### src/rtl/seg_scan.sv
// Four-digit multiplexed display scanner with a double-buffered digit bank.
// Optional per-digit blanking input is enabled by defining SEG_SCAN_BLANK_EN.
module seg_scan #(
  parameter int DIV = 1000
) (
  input  logic       clk,
  input  logic       rst_n,
  input  logic       wr_en,
  input  logic [1:0] wr_addr,
  input  logic [3:0] wr_data,
  input  logic       upd,
`ifdef SEG_SCAN_BLANK_EN
  input  logic [3:0] blank,
`endif
  output logic [3:0] data,
  output logic [3:0] dig,
  output logic       pend,
  output logic       frame
);

  localparam logic [15:0] CntMax = 16'(DIV - 1);

  logic [15:0] cnt_q, cnt_d;
  logic [1:0]  idx_q, idx_d;
  logic [3:0]  dig_q, dig_d;
  logic [3:0]  data_q, data_d;
  logic [3:0]  shadow_q [4];
  logic [3:0]  shadow_d [4];
  logic [3:0]  active_q [4];
  logic [3:0]  active_d [4];
  logic        pend_q, pend_d;
  logic        frame_q, frame_d;
  logic        tick, wrap, commit;

  always_comb begin
    tick     = (cnt_q == CntMax);
    wrap     = tick && (idx_q == 2'd3);
    commit   = wrap && pend_q;
    cnt_d    = tick ? 16'd0 : cnt_q + 16'd1;
    idx_d    = tick ? idx_q + 2'd1 : idx_q;
    dig_d    = 4'b0001 << idx_d;
    shadow_d = shadow_q;
    if (wr_en) shadow_d[wr_addr] = wr_data;
    // Commit copies the shadow next-state so a write in the wrap cycle is included.
    active_d = commit ? shadow_d : active_q;
    pend_d   = commit ? upd : (pend_q | upd);
    frame_d  = wrap;
    // Output digit code is registered from next-state so the new slot shows at once.
    data_d   = active_d[idx_d];
`ifdef SEG_SCAN_BLANK_EN
    if (blank[idx_d]) data_d = 4'hF;
`endif
  end

  always_ff @(posedge clk or negedge rst_n) begin
    if (!rst_n) begin
      cnt_q   <= 16'd0;
      idx_q   <= 2'd0;
      dig_q   <= 4'b0001;
      data_q  <= 4'hF;
      pend_q  <= 1'b0;
      frame_q <= 1'b0;
      for (int i = 0; i < 4; i++) begin
        shadow_q[i] <= 4'hF;
        active_q[i] <= 4'hF;
      end
    end else begin
      cnt_q    <= cnt_d;
      idx_q    <= idx_d;
      dig_q    <= dig_d;
      data_q   <= data_d;
      pend_q   <= pend_d;
      frame_q  <= frame_d;
      shadow_q <= shadow_d;
      active_q <= active_d;
    end
  end

  assign data  = data_q;
  assign dig   = dig_q;
  assign pend  = pend_q;
  assign frame = frame_q;

endmodule

### config.mk
export PLATFORM = sky130hd
export DESIGN_NAME = seg_scan
export DESIGN_NICKNAME = d
export VERILOG_FILES = /design/src/rtl/seg_scan.sv
export SDC_FILE = /design/constraint.sdc
export NUM_CORES = 1
export LEC_CHECK = 0
export ABC_AREA = 1
export CAP_MARGIN = 10
export CORE_MARGIN = 4
export CORE_UTILIZATION = 45
export DETAILED_ROUTE_END_ITERATION = 10
export SLEW_MARGIN = 40
export SYNTH_ARGS = -nofsm -noshare
export SYNTH_HDL_FRONTEND = slang
export SYNTH_SLANG_ARGS = --single-unit
### constraint.sdc
create_clock -name clk -period 4.2 [get_ports clk]
set_clock_uncertainty 0.1 [all_clocks]
set_input_delay 0.84 -clock clk [delete_from_list [all_inputs] [get_ports clk]]
set_output_delay 0.84 -clock clk [all_outputs]
set_load 0.05 [all_outputs]
==> results.md <==
* Run status: finished clean
* Total chip power at 1.14 mW
* GPL Wtd Cong at around 0.8
* Die X at roughly 89 um
* Setup_tns at 0 ps
* Dpl cell area at ~3200 sq um
* Hold-critical path endpoint: cnt_q[0]
* Vias per inst at between 4 and 5
* Achievable frequency at around 340 MHz
* Pre-Repair DR Iteration Count at 4
* Post-DP HPWL at ~4200 um
* Mapped Area at around 2900 sq um
* Synth unique cells at 29
* Tmin final at around 3000 ps
* Initial Utilization at 0.463
* Post-synth top area cell: dfstp_2
* Critical Path Fanout Max at 19
* DR top layer: met4
* Syn Nets at ~340
* R2r startpoint: cnt_q[0]
* Async SR Flop Fraction at 1.00
* Synth warnings at 0
* Core Util, Final at 0.527
* Family with the most delay on the worst path: buffers and inverters
* GRT Residual Overflow at 0
* Top-count cell post-synth: nand2_1
* Root Buffer: clkbuf_8
* Post-Syn Area per Cell at 8.80 sq um
* Worst Hold Launch: cnt_q[0]
* Final Hold Slack at roughly 360 ps
* Number of global-route vias before repair at 2,080
* Post-CTS resize count at 0
* Largest net degree at the start of global routing at 37
* I/O Buffers at 19
* Vias at between 2,000 and 2,500
* DRC errors left at 0
* Maximum clock path buffer count at 2
* Synth area leaders: dfstp_2 33%, dfrtp_1 20%, nand2_1 13%
* RSZ-0062 raised after global routing: false
* Leakage at approximately 1.6 nW
* EDFF count, synth at 0
* Max-slew violation count at 0
* Met2 wire length at 2400 um
* Top-area cell type share of the netlist area at 0.333
* Initial antenna violation count at 0
* Post-route worst setup slack at approximately 1300 ps
* Worst endpoint required time at 3260 ps
* Clk sinks at 60
* Design Area, Final at 3330 sq um
* Hold crit path type: register to register
* GRT Util Overall at 0.174
* Worst setup SP type: register
* Global-route wire length before repair at about 10,000 um
* Metal-1 WL at 3280 um
* Io pins at 20
* # hold bufs at CTS at 0
* Die Y at between 80 and 90 um
* Finished Layout Cells at 437
* Final hold vios at 0
* Slowest stage delay, CP at between 900 and 1000 ps
* Reg-to-reg endpoint: data[0]
* Crit-path cells: clkdlybuf4s50_1
* Setup slack, reg-to-reg at between 2000 and 2500 ps
* Iteration-0 DRC count of the detailed router at 125
* Most frequent cells after synthesis: 105 x nand2_1, 37 x dfstp_2, 34 x inv_1, 26 x nand4_1, 23 x dfrtp_1
* Fin nets at about 370
* CTS tree: done
* Post-CTS setup buffer count at 0
* Worst reg2reg path depth at 12
* Period Utilization, post-route at 0.702
* Top_reg_cell synth: dfstp_2
* Die footprint at 7850 sq um
* CP Data Arrival Time at roughly 2000 ps
* Max Cap Viol at 0
* Cells after DPL at 421
* Critical path class: register to output pin
* Fraction of layout cells with a size suffix above 1 at 0.247
* Post-synthesis register bit count at 60
* Mapped Cells at ~330
* Layout area overhead at 13.8%
* Worst IR Drop VDD at 0.201 mV
* Clock-pin transition on the worst setup and hold timing paths at around 70 ps
* Pre-CTS setup slack at ~1500 ps
* Diodes inserted at 0
* Final wirelength at roughly 6000 um
* Fillers at 615
* Core Area at about 6300 sq um
* H-tree depth reported by CTS at 3
* WL per Instance at 13.8 um
* Slew headroom at 0.507
* CTS Buf Count at 9
* Pwr per Cell Area at about 340 nW/um^2
* Worst Path Buf+Inv at 1
* Setup crit end kind: output pin
* Finish-stage setup viols at 0
* Slowest CP cell: clkdlybuf4s50_1
* Row count at 29
* Post-route ant nets at 0
* Sequential fraction of the synthesis area at 0.530
* Hold depth at 1
* Slew @ Worst Pin at about 740 ps
* Clk_lat worst skew at ~320 ps
* Met3 WL post-DR at between 200 and 300 um
worst max path at each step:
stage	slack, ps	end	depth (start not counted)	startpoint
6_report	1250	pend	1	pend
5_1_grt	1170	pend	1	pend
4_1_cts	1210	pend	1	pend
3_5_place_dp	1520	data[1]	9	wr_en
3_3_place_gp	1550	data[0]	9	wr_en
2_1_floorplan	2450	data[0]	9	wr_addr[0]
area by class of cell:
cell class | count | area [sq um] | area share
sequential | 60 | 1550 | 0.465
inverter | 39 | 148 | 0.0444
timing repair buffer | 20 | 195 | 0.0587
multi-input combinational | 225 | 1170 | 0.351
clock inverter | 4 | 25.0 | 0.00752
tap | 77 | 96.3 | 0.0290
clock buffer | 12 | 145 | 0.0436
state kept, by name, summed over array words and instances, names as in the netlist:
| signal | flops |
|---|---|
| shadow_q | 16 |
| data | 4 |
| dig | 4 |
| pend | 1 |
| cnt_q | 16 |
| active_q | 16 |
| frame | 1 |
| idx_q | 2 |
per-layer routing:
| layer | track usage | vias up |
|---|---|---|
| met1 | 0.279 | 1033 |
| li1 | - | 1100 |
| met2 | 0.226 | 40 |
| met5 | 0 | - |
| met3 | 0.0345 | 7 |
| met4 | 0.0659 | 0 |
power breakdown:
part / internal [mW] / switching (mW)
combinational: 0.0199 / 0.0426
clock: 0.228 / 0.221
sequential: 0.620 / 0.00598
total: 0.869 / 0.270
placed cells by master, fill, tap and decap left out, drive strengths merged:
cell type and instances:
nand2 121, inv 38, dfstp 37, nor2 33, nand4 27, dfrtp 23, clkdlybuf4s50 18, nand3 13
clkbuf 12, o21ai 11, a21oi 5, nor3 4, xor2 4, clkinv 3, ha 2, clkinvlp 2
buf 2, nand3b 1, o32ai 1, o21a 1, a211oi 1, a21o 1
cell families (layout without fill, tap and decap cells):
family | count (synthesis) | in the layout | share of synthesized area
AOI/OAI and AO/OA | 20 | 20 | 0.0381
xor gates and xnor gates | 4 | 4 | 0.0120
adders and majority gates | 2 | 2 | 0.00856
buffers and inverters | 47 | 75 | 0.0706
DFF | 60 | 60 | 0.530
and+or+nand+nor | 199 | 199 | 0.341
Power figures use the tool's default switching activity.
